### src/rtl/frodo_pkg.sv
// frodo_pkg: opcode encodings, instruction field offsets and matrix index width shared by the dispatch slice
package frodo_pkg;
  localparam int IDX_W = 4;
  localparam int OPC_W = 3;
  // field offsets measured from the top of the addr field: {opcode, A, B, C, addr}
  localparam int C_OFF = 0;
  localparam int B_OFF = 4;
  localparam int A_OFF = 8;
  localparam int OPC_OFF = 12;
  typedef enum logic [OPC_W-1:0] {
    OP_NOP = 3'd0, OP_1 = 3'd1, OP_2 = 3'd2, OP_3 = 3'd3,
    OP_4 = 3'd4, OP_5 = 3'd5, OP_6 = 3'd6, OP_FENCE = 3'd7
  } opcode_t;
  function automatic logic is_exec(opcode_t op);
    return op != OP_NOP && op != OP_FENCE;
  endfunction
endpackage

### src/rtl/inst_dispatch_if.sv
// inst_dispatch_if: instruction input, issue output and completion handshakes of the dispatcher
interface inst_dispatch_if import frodo_pkg::*; #(parameter int INST_WIDTH = 27) ();
  logic [INST_WIDTH-1:0] inst;
  logic [INST_WIDTH-1:0] issue_inst;
  logic inst_valid;
  logic inst_ready;
  logic issue_valid;
  logic issue_ready;
  logic done_valid;
  logic [IDX_W-1:0] done_idx;
  logic idle;
  modport master(output inst, inst_valid, issue_ready, done_valid, done_idx,
                 input inst_ready, issue_inst, issue_valid, idle);
  modport slave(input inst, inst_valid, issue_ready, done_valid, done_idx,
                output inst_ready, issue_inst, issue_valid, idle);
endinterface

### src/rtl/inst_fifo.sv
// inst_fifo: in-order instruction queue with registered occupancy count and wrapping pointers
module inst_fifo #(
  parameter int W = 27,
  parameter int DEPTH = 4
) (
  input  logic         clk,
  input  logic         rstn,
  input  logic         push,
  input  logic         pop,
  input  logic [W-1:0] din,
  output logic [W-1:0] dout,
  output logic         empty,
  output logic         full
);
  localparam int AW = $clog2(DEPTH);
  logic [W-1:0] mem [DEPTH];
  logic [AW-1:0] wp, rp;
  logic [AW:0] cnt;
  always_ff @(posedge clk)
    if (push) mem[wp] <= din;
  always_ff @(posedge clk)
    if (!rstn) begin
      wp <= '0;
      rp <= '0;
      cnt <= '0;
    end else begin
      wp <= push ? wp + 1'b1 : wp;
      rp <= pop ? rp + 1'b1 : rp;
      cnt <= cnt + (AW+1)'(push) - (AW+1)'(pop);
    end
  assign dout = mem[rp];
  assign empty = cnt == '0;
  assign full = cnt == (AW+1)'(DEPTH);
endmodule

### src/rtl/inst_dispatch.sv
// inst_dispatch: queues instructions and issues them in order behind a 16-entry busy scoreboard
// DISPATCH_PERF_EN adds saturating stall_cnt/issue_cnt outputs
module inst_dispatch import frodo_pkg::*; #(
  parameter int INST_WIDTH = 27,
  parameter int ADDR_WIDTH = 12,
  parameter int FIFO_DEPTH = 4
) (
  input logic clk,
  input logic rstn,
  inst_dispatch_if.slave bus
`ifdef DISPATCH_PERF_EN
  ,
  output logic [31:0] stall_cnt,
  output logic [31:0] issue_cnt
`endif
);
  logic [INST_WIDTH-1:0] head;
  logic empty, full, push, pop, fire, hazard, exec;
  logic [15:0] busy;
  logic [IDX_W-1:0] a, b, c;
  opcode_t op;
  inst_fifo #(.W(INST_WIDTH), .DEPTH(FIFO_DEPTH)) u_fifo (
    .clk(clk), .rstn(rstn), .push(push), .pop(pop), .din(bus.inst),
    .dout(head), .empty(empty), .full(full)
  );
  assign op = opcode_t'(head[ADDR_WIDTH+OPC_OFF +: OPC_W]);
  assign a = head[ADDR_WIDTH+A_OFF +: IDX_W];
  assign b = head[ADDR_WIDTH+B_OFF +: IDX_W];
  assign c = head[ADDR_WIDTH+C_OFF +: IDX_W];
  // hazard sees the pre-update scoreboard, so a same-cycle done never unblocks early
  assign hazard = busy[a] | busy[b] | busy[c];
  assign exec = !empty && is_exec(op);
  assign bus.issue_valid = exec && !hazard;
  assign bus.issue_inst = head;
  assign fire = bus.issue_valid && bus.issue_ready;
  assign pop = fire || (!empty && (op == OP_NOP || (op == OP_FENCE && busy == '0)));
  assign bus.inst_ready = rstn && !full;
  assign push = bus.inst_valid && bus.inst_ready;
  assign bus.idle = empty && busy == '0;
  // set after clear so an issue wins over a same-cycle done on the same index
  always_ff @(posedge clk)
    if (!rstn) busy <= '0;
    else busy <= (busy & ~(16'(bus.done_valid) << bus.done_idx)) | (16'(fire) << c);
`ifdef DISPATCH_PERF_EN
  always_ff @(posedge clk)
    if (!rstn) begin
      stall_cnt <= '0;
      issue_cnt <= '0;
    end else begin
      if (exec && hazard && ~&stall_cnt) stall_cnt <= stall_cnt + 1'b1;
      if (fire && ~&issue_cnt) issue_cnt <= issue_cnt + 1'b1;
    end
`endif
endmodule

### src/flat_wrapper.sv
// flat-port wrapper written by rule: the top's interface ports become plain ports
module inst_dispatch_flat import frodo_pkg::*;
#(
  parameter int INST_WIDTH = 27,
  parameter int ADDR_WIDTH = 12,
  parameter int FIFO_DEPTH = 4
)
  (clk, rstn, bus_inst, bus_inst_valid, bus_issue_ready, bus_done_valid, bus_done_idx, bus_inst_ready, bus_issue_inst, bus_issue_valid, bus_idle);
  inst_dispatch_if #(.INST_WIDTH(INST_WIDTH)) bus_i ();
  input logic clk;
  input logic rstn;
  input wire logic [$bits(bus_i.inst)-1:0] bus_inst;
  input wire logic [$bits(bus_i.inst_valid)-1:0] bus_inst_valid;
  input wire logic [$bits(bus_i.issue_ready)-1:0] bus_issue_ready;
  input wire logic [$bits(bus_i.done_valid)-1:0] bus_done_valid;
  input wire logic [$bits(bus_i.done_idx)-1:0] bus_done_idx;
  output wire logic [$bits(bus_i.inst_ready)-1:0] bus_inst_ready;
  output wire logic [$bits(bus_i.issue_inst)-1:0] bus_issue_inst;
  output wire logic [$bits(bus_i.issue_valid)-1:0] bus_issue_valid;
  output wire logic [$bits(bus_i.idle)-1:0] bus_idle;
  assign bus_i.inst = bus_inst;
  assign bus_i.inst_valid = bus_inst_valid;
  assign bus_i.issue_ready = bus_issue_ready;
  assign bus_i.done_valid = bus_done_valid;
  assign bus_i.done_idx = bus_done_idx;
  assign bus_inst_ready = bus_i.inst_ready;
  assign bus_issue_inst = bus_i.issue_inst;
  assign bus_issue_valid = bus_i.issue_valid;
  assign bus_idle = bus_i.idle;
  inst_dispatch #(.INST_WIDTH(INST_WIDTH), .ADDR_WIDTH(ADDR_WIDTH), .FIFO_DEPTH(FIFO_DEPTH)) u_core (.clk(clk), .rstn(rstn), .bus(bus_i));
endmodule
### config.mk
export PLATFORM = sky130hd
export DESIGN_NAME = inst_dispatch_flat
export DESIGN_NICKNAME = d
export VERILOG_FILES = /design/src/rtl/frodo_pkg.sv /design/src/rtl/inst_dispatch_if.sv /design/src/rtl/inst_fifo.sv /design/src/rtl/inst_dispatch.sv /design/src/flat_wrapper.sv
export SDC_FILE = /design/constraint.sdc
export NUM_CORES = 1
export LEC_CHECK = 0
export CAP_MARGIN = 10
export CORE_MARGIN = 4
export CORE_UTILIZATION = 35
export DETAILED_ROUTE_END_ITERATION = 10
export MAX_ROUTING_LAYER = met4
export SKIP_CTS_REPAIR_TIMING = 1
export SLEW_MARGIN = 25
export SYNTH_ARGS = -nofsm -noshare
export SYNTH_HDL_FRONTEND = slang
export SYNTH_HIERARCHICAL = 1
export SYNTH_SLANG_ARGS = --single-unit
### constraint.sdc
create_clock -name clk -period 4.55 [get_ports clk]
set_clock_uncertainty 0.05 [all_clocks]
set_input_delay 0.6825 -clock clk [delete_from_list [all_inputs] [get_ports clk]]
set_output_delay 0.6825 -clock clk [all_outputs]
set_load 0.02 [all_outputs]
== After elaboration in Yosys (flattened, before gate mapping) ==
Memory sizes are Yosys's and may differ from the RTL's. A register that Yosys moved wholly into a read port is not among the register bits.
Index checks and enable logic that the tools add are counted.

* Latch bits: 0
* Register bits after elaboration: 23
* Logic and storage cells: 50
* Output and inout port bits: 30
* ROM bits: 0
* Bits in writable memories: 108
* Memories kept: 1

* Mux-type cells: 10
* Bitwise operators: 5
* Equal/unequal tests: 3
* Reduce and logical (&&, ||, !) cells: 18
* $mul: 0
* Div/mod/pow operators: 0
* $lt $le $gt $ge: 3
* Add/sub/neg operators: 4
* Shift operators: 2

{| class="wikitable"
|+ Memories
! name !! depth !! width !! read ports !! clocked after memory_dff !! write ports !! RTL line !! text
|-
| u_core.u_fifo.mem || 4 || 27 || 1 || 1 || 1 || inst_fifo.sv:16 || <nowiki>logic [W-1:0] mem [DEPTH];</nowiki>
|}

{| class="wikitable"
|+ Operators by type and width
! kind !! number
|-
| << shifter 1 x 4 -> 16 bit || 2
|-
| AND 16 bit || 1
|-
| logical NOT 16 bit || 1
|-
| NOT 16 bit || 1
|-
| OR 16 bit || 1
|-
| less-than comparator 4 x 5 -> 1 bit, second input constant || 3
|-
| binary-select mux 1 bit (select 4 bit) || 3
|-
| logical AND 1 bit || 9
|-
| == test 3 bit, second input constant || 2
|-
| logical NOT 3 bit || 2
|-
| two-way mux 1 bit || 5
|-
| adder 2 x 1 -> 2 bit, second input constant || 2
|-
| two-way mux 2 bit || 2
|-
| adder 3 x 1 -> 3 bit || 1
|-
| logical NOT 1 bit || 3
|-
| != test 3 bit, second input constant || 1
|-
| nonzero test 3 bit || 1
|-
| subtractor 3 x 1 -> 3 bit || 1
|-
| logical OR 1 bit || 2
|-
| OR 1 bit || 2
|}

== Depth between registers and ports, before layout ==
Gate-level depths: netlist of run 1.

* Depth after elaboration: 10
* Depth in mapped cells: 14

== Hierarchy ==
Netlist of run 1, hierarchy kept.

{| class="wikitable"
|+ By module, submodules not included
! module !! cells an instance !! times used !! area an instance (um^2)
|-
| inst_fifo || 184 || 1 || 4386.7
|-
| inst_dispatch || 128 || 1 || 1351.3
|}

== Worst setup path after synthesis of run 1 ==
Ideal clock, no wire load.

* Path type: flip-flop to flip-flop
* Start: register with a tool-made name
* End: register u_core.u_fifo.cnt[2]
* Path buffers: 3
* Required time: 4.383 ns
* Setup time: 0.117 ns
* Setup slack: 0.425 ns
* Period minus slack after synthesis: 4.125 ns
* Stages on the path, launching flop included: 15
* Arrival: 3.958 ns
* Cells stage by stage: dfxtp_1 -> buf_6 -> buf_12 -> mux4_2 -> mux4_1 -> a22oi_2 -> nand4_4 -> buf_6 -> o32ai_1 -> ha_1 -> inv_1 -> ha_1 -> fa_1 -> xor3_1 -> nor2_1

{| class="wikitable"
|+ RTL lines
! item !! RTL line !! text
|-
| end signal: assignment || inst_fifo.sv:29 || <nowiki>cnt <= cnt + (AW+1)'(push) - (AW+1)'(pop);</nowiki>
|-
| end: declaration || inst_fifo.sv:18 || <nowiki>logic [AW:0] cnt;</nowiki>
|}

==> impl_metrics.py, run 1 <==
metrics = {
    "clocking": {
        "ctsLongestPathBuffers": 2,
        "cts_made_buffers": 17,
        "cts_tree": "built",
        "clk_latency_ns": 0.42,
        "root_buffer": "clkbuf_16",
        "htree_levels": 4,
        "clkSinkCount": 133,
        "clkTransAtPathRegs_ns": 0.06,
    },
    "cells_and_area": {
        "syn_to_final_growth_pct": 25.7,
        "finalInstanceArea_um2": 7210,
        "layout.nets": 438,
        "diodes": 0,
        "finalNonFillerCells": 623,
        "drive_above_1_share_pct": 19.7,
    },
    "sta": {
        "hold_viol": 0,
        "setup_tns_ns": 0,
        "setup_viol": 0,
        "relSlewSlack_pct": 70.5,
        "rsz0062_at_grt": "no",
        "drv_slew": 0,
        "fmax_mhz": 242,
        "min_period_ns": 4.13,
        "fin_crit_sh_pct": 90.7,
        "max_slew.worst_pin.slew_ns": 0.443,
    },
    "synth": {
        "syn_area_per_cell_um2": 18.4,
        "synth.distinct_cells": 43,
        "ys_warn_count": 6,
        "ys_ff_latch": 133,
        "yosys.area_share.simple_pct": 6.67,
        "synth_area_leaders": "edfxtp_1 (57%), mux4_2 (9.4%), dfxtp_1 (8.7%)",
        "yosys-top-cells-count": "edfxtp_1 (108), dfxtp_1 (25), mux4_2 (24)",
        "synth_top_family_by_area": "multiplexers",
        "synth_top_area_cell": "edfxtp_1",
        "synth-xor-area-share_pct": 0.720,
        "synth_top_area_share_pct": 56.5,
        "yosys.cell_count.top_type": "edfxtp_1",
        "syn_area_um2": 5740,
        "ys_async_sr_fraction_pct": 0,
        "synth-edff-count": 108,
        "synthesis.nets": 355,
        "ys.flop_type": "edfxtp_1",
        "yosys.area_share.adder_pct": 1.66,
        "synth_compound_gate_area_share_pct": 6.45,
        "synth_mux_area_share_pct": 16.9,
        "synth_cells": 312,
        "seq_area_frac_synth_pct": 65.2,
    },
    "global_routing": {
        "grt_max_degree": 28,
        "grt_pass1_wl_um": 18800,
        "grtUsageTotal_pct": 14.2,
        "grt_remaining_overflow": 0,
        "antenna_found_initial": 0,
        "grt_pass1_vias": 3462,
    },
    "hold_path": {
        "min_from": "u_core/u_fifo/rp[0]",
        "hold_depth": 2,
        "min_path_type": "reg2reg",
    },
    "power": {
        "comb_power_share_pct": 27.1,
        "ir_drop_mv": 0.277,
        "p_sw_uw": 1080,
        "p_int_uw": 2620,
        "p_per_area_nw_per_um2": 514,
        "p_leak_uw": 0.00240,
        "power_frac_seq_pct": 38.7,
        "pwr-share-clk_pct": 34.2,
        "p_sw_share_pct": 29.2,
    },
    "outcome": {
        "outcome": "finished clean",
    },
    "floorplanning": {
        "die_h_um": 136,
        "rows": 46,
        "ios": 66,
        "core_um2": 16000,
        "initial_utilization_pct": 35.9,
        "die_x_um": 136,
        "die-area_um2": 18500,
    },
    "setup_path": {
        "start_kind": "flip-flop",
        "ff2ff_path_depth": 13,
        "critPathMaxFanout": 9,
        "critPathCaptureType": "output port",
        "r2r-end": "u_core/u_fifo/cnt[2]",
        "cp.arrival_ns": 3.39,
        "reg2reg_setup_slack_ns": 0.74,
        "worstPathRequired_ns": 3.82,
        "critPathKind": "reg2out",
    },
    "drt": {
        "drt_pre_antenna_iters": 5,
        "ant_nets": 0,
        "wl_um": 12200,
        "remaining_drc_errors": 0,
        "drt_first_iter_violations": 305,
        "wire_per_inst_um": 19.6,
        "vias": 3295,
        "viasPerCell": 5.29,
    },
    "place": {
        "io_buffer_count": 65,
        "place_area_um2": 6650,
        "routabilityCongestion": 0.902,
        "placed_cells_incl_taps": 592,
        "dpl.hpwl_um": 8180,
    },
    "run": {
        "drv_cap": 0,
    },
}
-- sequential cells by signal, indices dropped and copies added, names as in the netlist, named ones only --
register / flops
u_core/u_fifo/cnt: 3
u_core/u_fifo/wp: 2
u_core/busy: 16
u_core/u_fifo/mem: 108
u_core/u_fifo/rp: 2
-- how the worst max path moves through the flow --
stage / from / to / cells after the start
6_report: flip-flop / bus_issue_valid / 8
5_1_grt: flip-flop / bus_issue_valid / 8
4_1_cts: flip-flop / bus_issue_valid / 7
3_5_place_dp: flip-flop / u_core/u_fifo/cnt[2] / 13
3_3_place_gp: flip-flop / u_core/u_fifo/cnt[2] / 13
2_1_floorplan: flip-flop / u_core/u_fifo/cnt[2] / 14
-- routing by layer --
layer	GRT usage [%]	vias up	part of all wire [%]
met5	-	-	0
met4	6.27	0	1.8
met1	17.9	1639	43
met2	20.6	148	47
met3	5.29	18	8.2
li1	-	1490	-
-- cell families after synthesis --
kind of cell | count (synthesis)
DFF | 133
and+or+nand+nor | 63
muxes | 44
AOI/OAI and AO/OA | 41
buffers and inverters | 21
adders and majority gates | 7
xor gates and xnor gates | 3
-- layout by cell type, fill, tap and decap left out, types with 4 or more instances in the layout --
cell | Yosys | routed
edfxtp_1 | 108 | 108
clkdlybuf4s50_1 | 0 | 65
mux4_2 | 24 | 24
dfxtp_1 | 25 | 24
clkbuf_16 | 0 | 17
mux4_1 | 14 | 14
buf_4 | 0 | 13
o211ai_1 | 12 | 12
and2_1 | 9 | 9
nor2_1 | 8 | 8
nand3_1 | 7 | 7
nor2b_1 | 7 | 7
o41ai_1 | 7 | 7
inv_1 | 7 | 7
ha_1 | 6 | 6
nand2_1 | 5 | 5
o31ai_1 | 5 | 5
clkinv_4 | 0 | 4
nand3b_1 | 4 | 4
mux2i_1 | 5 | 4
nor3_1 | 4 | 4
nor4_1 | 4 | 4
o311ai_0 | 4 | 4
o41ai_2 | 4 | 4
-- power by group through the flow --
stage | clock network (µW) | registers [µW] | logic (µW)
6_report | 1270 | 1440 | 1000
5_1_grt | 1350 | 1440 | 1080
4_1_cts | 1300 | 1430 | 1020
3_5_place_dp | 0 | 1460 | 1010
3_3_place_gp | 0 | 1460 | 1010
2_1_floorplan | 0 | 1430 | 664
-- layout make-up --
| type | instances | area (µm²) |
|---|---|---|
| Fill cell | 1472 | 8790 |
| Sequential cell | 133 | 3750 |
| Multi-Input combinational cell | 158 | 1870 |
| Timing Repair Buffer | 78 | 748 |
| Clock buffer | 17 | 425 |
| Tap cell | 216 | 270 |
| Clock inverter | 14 | 130 |
| Inverter | 7 | 26.3 |
-- worst max-delay path, stage by stage, from the launching register on --
cell and delay (ns):
dfxtp_4 0.45, buf_4 0.19, buf_4 0.20, mux4_1 0.61, and3_1 0.19, nor3_1 0.24
o21ai_0 0.14, nor3_1 0.30, clkdlybuf4s50_1 0.68
-- metrics by stage --
stage                     util, %  total power [µW]  hold slack [ns]  setup WS (ns)
after floorplan                 -              2100            0.446          0.425
after global placement       41.6              2470            0.486          0.653
after detailed placement     41.6              2470            0.479          0.583
after CTS                    45.0              3750            0.491          0.242
after global routing         45.1              3870            0.511          0.117
final                        45.1              3710            0.488          0.423
(Power assumes the default switching activity.)
==> run 2: changes to the inputs <==
ABC_CLOCK_PERIOD_IN_PS = 4550   (was default)
CTS_CLUSTER_DIAMETER = 30   (was default)
==> results of run 2 <==
Same layout as run 1: the final DEF is identical, and so are final timing and power.
==> run 3: changes to the inputs <==
PLACE_DENSITY_LB_ADDON = 0.3   (was default)
==> run 3 against run 2 <==
Effect of this change: power rose by 2.5%; via count rose by 0.73%; clock power rose by 6%; cell area rose by 0.64%; fmax barely moved; first-iteration DRC count fell by 0.98%; flip-flop and latch count did not move; critical path type unchanged.
==> impl_metrics.py, run 3 (synthesized netlist as in run 1, its figures left out) <==
metrics = {
    "outcome": {
        "outcome": "finished clean",
    },
    "sta": {
        "max_slew.worst_pin.slew_ns": 0.716,
        "fin_crit_sh_pct": 90.8,
        "setup_viol": 0,
        "relSlewSlack_pct": 52.3,
        "rsz0062_at_grt": "no",
        "setup_tns_ns": 0,
        "layout_setup_ws_ns": 0.420,
        "fmax_mhz": 242,
        "min_period_ns": 4.13,
        "drv_slew": 0,
        "hold_viol": 0,
    },
    "setup_path": {
        "worstPathRequired_ns": 3.82,
        "critPathCaptureType": "output port",
        "start_kind": "flip-flop",
        "crit_path_cell_trace": "buf_4 -> mux4_2 -> mux4_1 -> nor2b_1 -> o21ai_0 -> nor3_1 -> clkdlybuf4s50_1",
        "max_stage_delay_ns": 0.65,
        "reg2reg_setup_slack_ns": 0.68,
        "critPathMaxFanout": 7,
        "critPathKind": "reg2out",
        "r2r-end": "u_core/u_fifo/cnt[2]",
        "cp.arrival_ns": 3.40,
        "crit_end": "bus_issue_valid",
        "ff2ff_path_depth": 12,
        "slowest_stage": "clkdlybuf4s50_1",
    },
    "cells_and_area": {
        "finalNonFillerCells": 625,
        "drive_above_1_share_pct": 19.6,
        "syn_to_final_growth_pct": 26.5,
        "largest_register_ffs": 108,
        "fillCellCount": 1435,
        "diodes": 0,
        "reg_top3": "u_core/u_fifo/mem: 108 flops, u_core/busy: 16 flops, u_core/u_fifo/cnt: 3 flops",
        "layout_commonest_cell": "edfxtp_1",
        "layout.nets": 439,
        "layout_common_cells": "edfxtp_1 (108), clkdlybuf4s50_1 (65), mux4_2 (24), dfxtp_1 (24), clkbuf_16 (17)",
        "top_register": "u_core/u_fifo/mem",
    },
    "clocking": {
        "root_buffer": "clkbuf_16",
        "clkTransAtPathRegs_ns": 0.05,
        "clk_latency_ns": 0.42,
        "htree_levels": 4,
        "ctsLongestPathBuffers": 2,
        "cts_tree": "built",
        "clkSinkCount": 133,
        "cts_made_buffers": 17,
    },
    "drt": {
        "viasPerCell": 5.31,
        "vias": 3319,
        "drt_pre_antenna_iters": 4,
        "drt_first_iter_violations": 302,
        "remaining_drc_errors": 0,
        "wire_per_inst_um": 19.9,
        "wl_um": 12400,
        "ant_nets": 0,
    },
    "place": {
        "routabilityCongestion": 0.873,
        "io_buffer_count": 65,
        "dpl.hpwl_um": 8310,
        "post-place-ws_ns": 0.729,
        "placed_cells_incl_taps": 593,
    },
    "global_routing": {
        "grt_remaining_overflow": 0,
        "antenna_found_initial": 0,
        "grtUsageTotal_pct": 14.7,
        "grt_pass1_vias": 3488,
        "grt_pass1_wl_um": 19600,
        "grt_max_degree": 28,
    },
    "run": {
        "drv_cap": 0,
    },
    "floorplanning": {
        "die_h_um": 136,
        "ios": 66,
        "core_um2": 16000,
        "die_x_um": 136,
        "initial_utilization_pct": 35.9,
        "die-area_um2": 18500,
        "rows": 46,
    },
    "hold_path": {
        "min_path_type": "reg2reg",
    },
    "power": {
        "p_leak_uw": 0.00242,
        "p_per_area_nw_per_um2": 523,
        "finalPower_uw": 3800,
        "ir_drop_mv": 0.289,
    },
}
[run 3: cell count changes in the layout (fill, tap and decap cells not counted), moves of 2 or more]
cell / delta
bufinv_16: +2
clkinv_4: -3
inv_8: -2
clkinv_2: +2
[run 3: cell type report]
cell class | instances | area (µm²) | area share, %
Tap cell | 216 | 270 | 3.72
Clock inverter | 14 | 159 | 2.19
Timing Repair Buffer | 79 | 768 | 10.6
Clock buffer | 18 | 429 | 5.91
Inverter | 7 | 26.3 | 0.362
Sequential cell | 133 | 3740 | 51.6
Multi-Input combinational cell | 158 | 1860 | 25.6
[run 3: worst min-delay path by stage]
stage                                   start                   to  slack [ns]  cells past startpoint
after floorplan                u_core/busy[9]       u_core/busy[9]        0.45                      2
after global placement    u_core/u_fifo/rp[1]  u_core/u_fifo/rp[1]        0.48                      2
after detailed placement  u_core/u_fifo/rp[1]  u_core/u_fifo/rp[1]        0.48                      2
after CTS                 u_core/u_fifo/rp[1]            flip-flop        0.49                      2
after global routing      u_core/u_fifo/rp[0]            flip-flop        0.54                      2
final                     u_core/u_fifo/rp[0]            flip-flop        0.49                      2
[run 3: per-layer routing]
| metal | vias up | track usage [%] | part of all wire [%] | wire [µm] |
|---|---|---|---|---|
| met3 | 24 | 3.48 | 5.3 | 655 |
| met5 | - | - | 0 | 0 |
| li1 | 1488 | - | - | - |
| met4 | 0 | 6.16 | 2.6 | 329 |
| met1 | 1690 | 17.9 | 42 | 5260 |
| met2 | 117 | 23.7 | 50 | 6180 |
[run 3: through the flow]
| step | instance area, µm² | utilization (%) | hold slack (ns) |
|---|---|---|---|
| 6_report | 7260 | 45.4 | 0.488 |
| 5_1_grt | 7260 | 45.4 | 0.536 |
| 4_1_cts | 7260 | 45.4 | 0.489 |
| 3_5_place_dp | 6670 | 41.7 | 0.479 |
| 3_3_place_gp | 6670 | 41.7 | 0.479 |
| 2_1_floorplan | 5740 | - | 0.446 |
[run 3: critical path, delay by kind of cell (launching register included)]
kind            cells  cell delay [ns]
mux                 2             1.09
buf+inv             2             0.88
flops               1             0.44
simple gates        2             0.44
compound gates      1             0.12
[run 3: report_power, final]
group	switching (µW)	total [µW]	internal, µW	leakage (µW)
clock network	496	1350	856	0.000285
logic	529	1010	482	0.000951
registers	45.0	1430	1390	0.00118
